--- src/rtl/tmds_rst_pkg.sv ---
// Shared types and default timing for the TMDS PLL reset sequencer.
// TMDS_PLL_RETRY_EN enables the lock-timeout PLL re-pulse path.
package tmds_rst_pkg;

  localparam int DEF_SYNC_STAGES      = 2;
  localparam int DEF_PLL_RST_CYC      = 64;
  localparam int DEF_LOCK_TIMEOUT_CYC = 500000;
  localparam int DEF_LOCK_STABLE_CYC  = 1024;
  localparam int DEF_STEP_CYC         = 16;
  localparam int RETRY_W              = 8;

  typedef enum logic [2:0] {
    PLL_RST,
    WAIT_LOCK,
    STABLE,
    REL_DIV,
    REL_SER,
    RUN
  } state_t;

  typedef struct packed {
    logic pll_rst;
    logic clkdiv_rst;
    logic oser_rst;
    logic pix_rst_n;
    logic ready;
  } rst_out_t;

  localparam rst_out_t RST_OUT = '{
    pll_rst:    1'b1,
    clkdiv_rst: 1'b1,
    oser_rst:   1'b1,
    pix_rst_n:  1'b0,
    ready:      1'b0
  };

  function automatic rst_out_t outs_of(input state_t s);
    rst_out_t o;
    o = RST_OUT;
    case (s)
      WAIT_LOCK: o.pll_rst = 1'b0;
      STABLE:    o.pll_rst = 1'b0;
      REL_DIV: begin
        o.pll_rst    = 1'b0;
        o.clkdiv_rst = 1'b0;
      end
      REL_SER: begin
        o.pll_rst    = 1'b0;
        o.clkdiv_rst = 1'b0;
        o.oser_rst   = 1'b0;
      end
      RUN: begin
        o.pll_rst    = 1'b0;
        o.clkdiv_rst = 1'b0;
        o.oser_rst   = 1'b0;
        o.pix_rst_n  = 1'b1;
        o.ready      = 1'b1;
      end
      default: o = RST_OUT;
    endcase
    return o;
  endfunction

  function automatic int max4(input int a, input int b,
                              input int c, input int d);
    int m;
    m = a;
    if (b > m) m = b;
    if (c > m) m = c;
    if (d > m) m = d;
    return m;
  endfunction

endpackage

--- src/rtl/tmds_rst_seq_lock_sync.sv ---
// Multi-flop synchronizer bringing the asynchronous PLL lock into clk.
// Clears to 0 on reset so a stale lock is never trusted.
module lock_sync #(
  parameter int STAGES = 2
) (
  input  logic clk,
  input  logic rst_n,
  input  logic i_async,
  output logic o_sync
);

  logic [STAGES-1:0] r_sync;

  always_ff @(posedge clk or negedge rst_n) begin
    if (!rst_n) begin
      r_sync <= '0;
    end else begin
      r_sync <= {r_sync[STAGES-2:0], i_async};
    end
  end

  assign o_sync = r_sync[STAGES-1];

endmodule

--- src/rtl/tmds_rst_seq.sv ---
// TMDS PLL reset sequencer: PLL reset, lock qualify, ordered releases.
// Define TMDS_PLL_RETRY_EN to re-pulse the PLL on lock timeout.
module tmds_rst_seq
  import tmds_rst_pkg::*;
#(
  parameter int SYNC_STAGES      = DEF_SYNC_STAGES,
  parameter int PLL_RST_CYC      = DEF_PLL_RST_CYC,
  parameter int LOCK_TIMEOUT_CYC = DEF_LOCK_TIMEOUT_CYC,
  parameter int LOCK_STABLE_CYC  = DEF_LOCK_STABLE_CYC,
  parameter int STEP_CYC         = DEF_STEP_CYC
) (
  input  logic               clk,
  input  logic               rst_n,
  input  logic               pll_lock,
  output logic               pll_rst,
  output logic               clkdiv_rst,
  output logic               oser_rst,
  output logic               pix_rst_n,
  output logic               ready,
  output logic [RETRY_W-1:0] retry_cnt
);

  localparam int MAX_CYC = max4(PLL_RST_CYC, LOCK_TIMEOUT_CYC,
                                LOCK_STABLE_CYC, STEP_CYC);
  localparam int CW = $clog2(MAX_CYC) + 1;

  localparam logic [CW-1:0] PLL_END  = CW'(PLL_RST_CYC - 1);
  localparam logic [CW-1:0] STB_END  = CW'(LOCK_STABLE_CYC - 1);
  localparam logic [CW-1:0] STEP_END = CW'(STEP_CYC - 1);

  logic          w_lock_s;
  logic          w_hold;
  state_t        r_state;
  state_t        w_nxt;
  logic [CW-1:0] r_cnt;
  rst_out_t      r_out;

  lock_sync #(
    .STAGES(SYNC_STAGES)
  ) u_lock_sync (
    .clk    (clk),
    .rst_n  (rst_n),
    .i_async(pll_lock),
    .o_sync (w_lock_s)
  );

`ifdef TMDS_PLL_RETRY_EN
  localparam logic [CW-1:0] TO_END = CW'(LOCK_TIMEOUT_CYC - 1);
  logic w_timeout;
`endif

  always_comb begin
    w_nxt = r_state;
`ifdef TMDS_PLL_RETRY_EN
    w_timeout = 1'b0;
`endif
    case (r_state)
      PLL_RST: begin
        if (r_cnt == PLL_END) w_nxt = WAIT_LOCK;
      end
      WAIT_LOCK: begin
        if (w_lock_s) begin
          w_nxt = STABLE;
`ifdef TMDS_PLL_RETRY_EN
        end else if (r_cnt == TO_END) begin
          w_nxt     = PLL_RST;
          w_timeout = 1'b1;
`endif
        end
      end
      STABLE: begin
        if (!w_lock_s)              w_nxt = WAIT_LOCK;
        else if (r_cnt == STB_END)  w_nxt = REL_DIV;
      end
      REL_DIV: begin
        if (!w_lock_s)              w_nxt = WAIT_LOCK;
        else if (r_cnt == STEP_END) w_nxt = REL_SER;
      end
      REL_SER: begin
        if (!w_lock_s)              w_nxt = WAIT_LOCK;
        else if (r_cnt == STEP_END) w_nxt = RUN;
      end
      RUN: begin
        if (!w_lock_s)              w_nxt = WAIT_LOCK;
      end
      default: w_nxt = PLL_RST;
    endcase
  end

  // Freeze the counter where no exit depends on it, so it never wraps.
`ifdef TMDS_PLL_RETRY_EN
  assign w_hold = (r_state == RUN);
`else
  assign w_hold = (r_state == RUN) || (r_state == WAIT_LOCK);
`endif

  always_ff @(posedge clk or negedge rst_n) begin
    if (!rst_n) begin
      r_state <= PLL_RST;
      r_cnt   <= '0;
      r_out   <= RST_OUT;
    end else begin
      r_state <= w_nxt;
      r_out   <= outs_of(w_nxt);
      if (w_nxt != r_state) begin
        r_cnt <= '0;
      end else if (!w_hold) begin
        r_cnt <= r_cnt + CW'(1);
      end
    end
  end

`ifdef TMDS_PLL_RETRY_EN
  logic [RETRY_W-1:0] r_retry;

  always_ff @(posedge clk or negedge rst_n) begin
    if (!rst_n) begin
      r_retry <= '0;
    end else if (w_timeout && (r_retry != '1)) begin
      r_retry <= r_retry + RETRY_W'(1);
    end
  end

  assign retry_cnt = r_retry;
`else
  assign retry_cnt = '0;
`endif

  assign pll_rst    = r_out.pll_rst;
  assign clkdiv_rst = r_out.clkdiv_rst;
  assign oser_rst   = r_out.oser_rst;
  assign pix_rst_n  = r_out.pix_rst_n;
  assign ready      = r_out.ready;

endmodule

--- config.mk ---
export PLATFORM = sky130hd
export DESIGN_NAME = tmds_rst_seq
export DESIGN_NICKNAME = d
export VERILOG_FILES = /design/src/rtl/tmds_rst_pkg.sv /design/src/rtl/tmds_rst_seq_lock_sync.sv /design/src/rtl/tmds_rst_seq.sv
export SDC_FILE = /design/constraint.sdc
export NUM_CORES = 1
export LEC_CHECK = 0
export ABC_AREA = 1
export CAP_MARGIN = 40
export CORE_ASPECT_RATIO = 0.7
export CORE_UTILIZATION = 30
export CTS_CLUSTER_DIAMETER = 80
export DETAILED_ROUTE_END_ITERATION = 8
export DONT_BUFFER_PORTS = 1
export PLACE_DENSITY = 0.44
export SLEW_MARGIN = 10
export SYNTH_ARGS = -nofsm -noshare
export SYNTH_HDL_FRONTEND = slang
export SYNTH_SLANG_ARGS = --single-unit
--- constraint.sdc ---
create_clock -name clk -period 3.5 [get_ports clk]
set_input_delay 0.35 -clock clk [delete_from_list [all_inputs] [get_ports clk]]
set_output_delay 0.35 -clock clk [all_outputs]
set_load 0.005 [all_outputs]
# Word level (Yosys, flattened, before mapping)
# Cells that the tools add are included.
# W data, S select, Z words.
[word_totals] regBits=30 latch_bits=0 ramBits=0 romBits=0 input_bits=3 out_inout_bits=13 elab_cells=45 mem_count=0
[classes] addsub=1 multipliers=0 n_div=0 n_lt_le_gt_ge=0 n_eq_ne=15 shift=0 mux=16 n_bitwise=0 reduce_logical=5
[ops] op="$mux W20" n=2
[ops] op="$mux W3" n=9
[ops] op="$add A20 B1 Y20 const B" n=1
[ops] op="$eq A20 B10 Y1 const B" n=1
[ops] op="$eq A20 B4 Y1 const B" n=1
[ops] op="$eq A20 B6 Y1 const B" n=1
[ops] op="$pmux W3 S6" n=1
[ops] op="$eq A3 B2 Y1 const B" n=4
[ops] op="$eq A3 B3 Y1 const B" n=4
[ops] op="$eq A3 B1 Y1 const B" n=2
[ops] op="$reduce_or A5 Y1" n=1
[ops] op="$logic_not A3 Y1" n=1
[ops] op="$mux W1" n=3
[ops] op="$ne A3 B3 Y1" n=1
[ops] op="$reduce_or A3 Y1" n=1
[ops] op="$mux W2" n=1
[ops] op="$ne A2 B1 Y1 const B" n=1
[ops] op="$reduce_or A2 Y1" n=1
[ops] op="$logic_or A1 B1 Y1" n=1

# Depth between registers and ports, before layout
[logic_depth] word_depth=7 mapped_depth=13 mapped_depth_nobuf=12

# Modules after synthesis
# Synthesis repeated with hierarchy kept, for this count alone.
[hier_totals] cells_unflattened=220 hier_area_um2=1691.6
[modules_own_cells] module="tmds_rst_seq" n_inst=1 cells_per_inst=218 area_per_inst_um2=1641.6 seq_area_each_um2=679.4
[modules_own_cells] module="lock_sync" n_inst=1 cells_per_inst=2 area_per_inst_um2=50.0 seq_area_each_um2=50.0

# Worst setup path before layout
# OpenSTA, ideal clock, no wires.
[synth_path] kind="register to register" start="register r_cnt[0]" end="register r_cnt[5]" setup_ns=0.122 t_arrival_ns=1.501 required_time_ns=3.378 setup_slack_ns=1.876 stages_incl_launch_ff=13 path_buffers=1 synth_period_minus_slack_ns=1.624 path_cell_list="dfrtp_1 ha_1 nand3_2 nor2_4 nand3_2 nor2_1 nor2_1 nand3_2 nand2_1 nand2_1 nand3_2 buf_6 nor2_2"
[synth_between] elab_chain_cells=6 word_cells_on_any_way=16 classes_between="add/sub (1); eq/ne (5); mux (10)"
[synth_rtl] element="from (decl)" line="tmds_rst_seq.sv:35" source="logic [CW-1:0] r_cnt;"
[synth_rtl] element="from (signal assigned)" line="tmds_rst_seq.sv:108" source="r_cnt <= r_cnt + CW'(1);"
[synth_rtl] element="$eq A20 B4 Y1 / $eq A20 B10 Y1 (equally long branches)" line="tmds_rst_seq.sv:77, tmds_rst_seq.sv:81, tmds_rst_seq.sv:73"
[synth_rtl] element="$mux W3, on equally long branches" line="tmds_rst_seq.sv:81, tmds_rst_seq.sv:73, tmds_rst_seq.sv:77"
[synth_rtl] element="$mux W3, on equally long branches" line="tmds_rst_seq.sv:80, tmds_rst_seq.sv:72, tmds_rst_seq.sv:76"
[synth_rtl] element="$pmux W3 S6 (*)" line="tmds_rst_seq.sv:57" source="case (r_state)"
[synth_rtl] element="via w_nxt[0]" line="tmds_rst_seq.sv:34" source="state_t w_nxt;"
[synth_rtl] element="$ne A3 B3 Y1 (*)" line="tmds_rst_seq.sv:105" source="if (w_nxt != r_state) begin"
[synth_rtl] element="$ne A2 B1 Y1 (no source line) / $mux W20 (equally long branches)"
# Mark *: on every way through the listed nets, which the timed path passes. The rest lies on a longest branch. The select of a mux whose other input is x is not followed.
# A chain may end at the register's enable or synchronous reset.

# Final worst setup path
[layout_path] start="register r_cnt[0]" end="register r_cnt[0]"
# The elaborated chain is that of the path after synthesis.

==> summary.txt <==
Status
  – Status: complete, no violations

STA
  – Tmin final: roughly 2.2 ns
  – Fin. Hold Viols: 0
  – Final Cycle Share: 64.3%
  – Final Max Slew Viols: 0
  – TNS Setup: 0 ns
  – Max Fclk: between 400 and 500 MHz
  – Fin Clk Skew: 0.00519 ns
  – Final Setup Violations: 0
  – Worst slew pin tran: just under 0.7 ns
  – Slew margin rel.: a little over half
  – RSZ-0062 raised after global routing: false

Routing
  – Routed wire length: roughly 3.3 mm
  – Initial DRC count: 54
  – Drt pass-1 iters: 4
  – Vias: about 1,300
  – Antenna-violating nets left: 0
  – Vias per inst: between 4 and 5
  – DRC errors left: 0
  – Drt wl/cell: 11.2 um

Floorplan
  – Core ar.: 0.00573 sq mm
  – Initial Util: between 30% and 40%
  – Top Ports: 16
  – Die Span Y: approximately 67 um
  – DIE AREA: 0.00629 sq mm
  – FP Rows: 23
  – Die Wd: roughly 94 um

Power
  – Internal power: approximately 0.00057 W
  – Part of the power in the clock network: 50.4%
  – Pwr Density: between 300 and 400 mW/mm^2
  – VDD IR max: 0.143 mV
  – Combinational power share: about 1.8%
  – Leakage power: between 0.9 and 1 nW
  – Sequential share of power: 47.8%
  – Sw Share: a little under a fifth
  – Sw power: roughly 0.00014 W

GRT
  – Maximum number of pins on one net before global-route repair: 30
  – Grt ovf: 0
  – Met3 usage: under 10%
  – Global-route wire length before repair: 5.89 mm
  – Met2 GRT Util: between 10% and 20%
  – Grt peak-use layer: met1
  – Vias in the first global route: around 1,300
  – GR Layer Usage met1: 19.2%
  – All-Layer GR Usage: about 13%
  – Initial antenna violation count: 0

Logic synthesis
  – Number of synthesized register bits: 29
  – Netlist Area Pre-Place: between 0.0015 and 0.002 sq mm
  – Seq/Total Area, Yosys: between 40% and 50%
  – Mapped Avg Cell Area: approximately 8.2 sq um
  – Syn. warnings: 0
  – Synth Instances: between 200 and 250
  – Cell variety after synth: 26

CTS
  – Worst-path clk slew: 0.06 ns
  – Post-CTS Resized: 0
  – Post-CTS Setup Bufs: 0
  – CTS tree: done
  – Root Buffer Master: clkbuf_8
  – Cts hold-fix bufs: 2
  – CTS Sinks: 29
  – CTS Buf Count: 5
  – H-tree Lvls: 2
  – CTS max path bufs: 2
  – Clk_lat worst skew: 0.28 ns

Layout
  – Diodes inserted: 0
  – Share of cells above drive strength 1: 19.9%
  – Synthesis-to-layout area growth: 8.53%
  – Most common cell after layout, fill and taps aside: nand2_1
  – Nets: ~230
  – Number of fill cells in the layout: 608
  – Design area: ~0.0019 sq mm
  – Most frequent cells in the layout: nand2_1 (39), nor2_1 (28), dfrtp_1 (26)

Flow run
  – Max_cap viols: 0

Worst setup path
  – Data arrival, critical path: between 2 and 2.5 ns
  – Element type at the critical path end: register
  – Reg2reg start: r_cnt[0]
  – WS Path Type: reg -> reg
  – Register-to-register setup slack: about 1.3 ns
  – R2R depth: 11
  – FF-to-FF End: r_cnt[0]
  – CP endpoint: r_cnt[0]
  – Critical path startpoint: r_cnt[0]
  – CP max FO: 20
  – CP Launch Type: register
  – Critical path required time: between 3 and 4 ns

Place
  – Placed inst area: roughly 0.0018 sq mm
  – Final Wtd Congestion: a little under 0.8
  – IO Port Bufs: 0
  – Post-DP HPWL: between 2 and 2.5 mm

Worst hold path
  – Hold Path Class: in -> reg
[critical path, stage by stage (launching register included)]
cell     delay (ns)
dfrtp_1        0.38
ha_1           0.20
nand3_2        0.14
nor2_4         0.14
nand3_2        0.09
nor2_1         0.12
nor2_1         0.07
nand3_2        0.10
nand2_1        0.05
nand2_1        0.07
nand3_2        0.52
nor2_2         0.27
[synth_stat cells, drive strengths merged]
master  instances  area share, %
nor3            1           0.56
buf            14            6.4
xor2           14            6.8
a21o            1           0.42
nand2          39            8.2
nand3          19            6.4
o21ai           5            1.4
conb            1           0.21
a21oi           2           0.56
inv            22            4.6
ha              2            1.4
nand4           8            2.8
mux2i           1           0.56
xnor2           3            1.5
dfstp           3            4.4
nor4            2           0.70
o211ai          1           0.42
dfrtp          26             36
nor2           54             16
[worst min path at each step]
| stage | depth (start not counted) | endpoint | slack, ns | startpoint |
|---|---|---|---|---|
| after detailed placement | 0 | r_cnt[19] | 0.06 | rst_n |
| after CTS | 0 | u_lock_sync.r_sync[0] | 0.09 | pll_lock |
| final | 0 | u_lock_sync.r_sync[0] | 0.1 | pll_lock |
| after global placement | 0 | r_cnt[17] | 0.06 | rst_n |
| after global routing | 0 | u_lock_sync.r_sync[0] | 0.08 | pll_lock |
| after floorplan | 0 | pix_rst_n | 0.05 | rst_n |
[power groups by stage]
stage / Combinational, W / Clock [W] / Sequential [W]
final: 0.0000127 / 0.000357 / 0.000338
after global routing: 0.0000155 / 0.000383 / 0.000338
after CTS: 0.0000135 / 0.000372 / 0.000338
after detailed placement: 0.00000275 / 0 / 0.000344
after global placement: 0.00000272 / 0 / 0.000344
after floorplan: 0.00000907 / 0 / 0.000344
[layer usage]
| layer | vias to the layer above | share of wire, % |
|---|---|---|
| met5 | - | 0 |
| met4 | 0 | 0.30 |
| met3 | 2 | 4.1 |
| met2 | 21 | 38 |
| met1 | 600 | 57 |
| li1 | 672 | - |
[final cells by class]
cell class	instances	area [sq um]	share of cell area [%]
Multi-Input combinational cell	160	891	45.8
Sequential cell	29	729	37.5
Tap cell	75	93.8	4.83
Clock buffer	7	86.3	4.44
Inverter	22	82.6	4.25
Clock inverter	1	30.0	1.55
Timing Repair Buffer	2	30.0	1.55
[through the flow]
stage	total power, W	hold slack (ns)	cells	worst slack [ns]	util, %
2_1_floorplan	0.000353	0.0544	225	1.88	-
6_report	0.000707	0.0997	296	1.25	33.9
3_3_place_gp	0.000347	0.0554	286	1.16	31.4
3_5_place_dp	0.000347	0.0555	286	1.20	31.4
4_1_cts	0.000723	0.0873	296	1.18	33.9
5_1_grt	0.000737	0.0798	296	0.851	33.9
[sequential cells by signal, indices dropped and copies added (netlist names)]
| signal | count |
|---|---|
| pll_rst | 1 |
| r_cnt | 20 |
| r_state | 3 |
| u_lock_sync.r_sync | 2 |
| pix_rst_n | 1 |
| oser_rst | 1 |
| clkdiv_rst | 1 |
[kinds of logic after synthesis]
| logic type | synth area share, % |
|---|---|
| muxes | 0.559 |
| DFF | 40.7 |
| xor gates and xnor gates | 8.32 |
| other | 0.209 |
| adders and majority gates | 1.40 |
| AOI/OAI and AO/OA | 2.80 |
| buffers and inverters | 11.0 |
| and+or+nand+nor | 35.0 |
(Power assumes the default switching activity.)
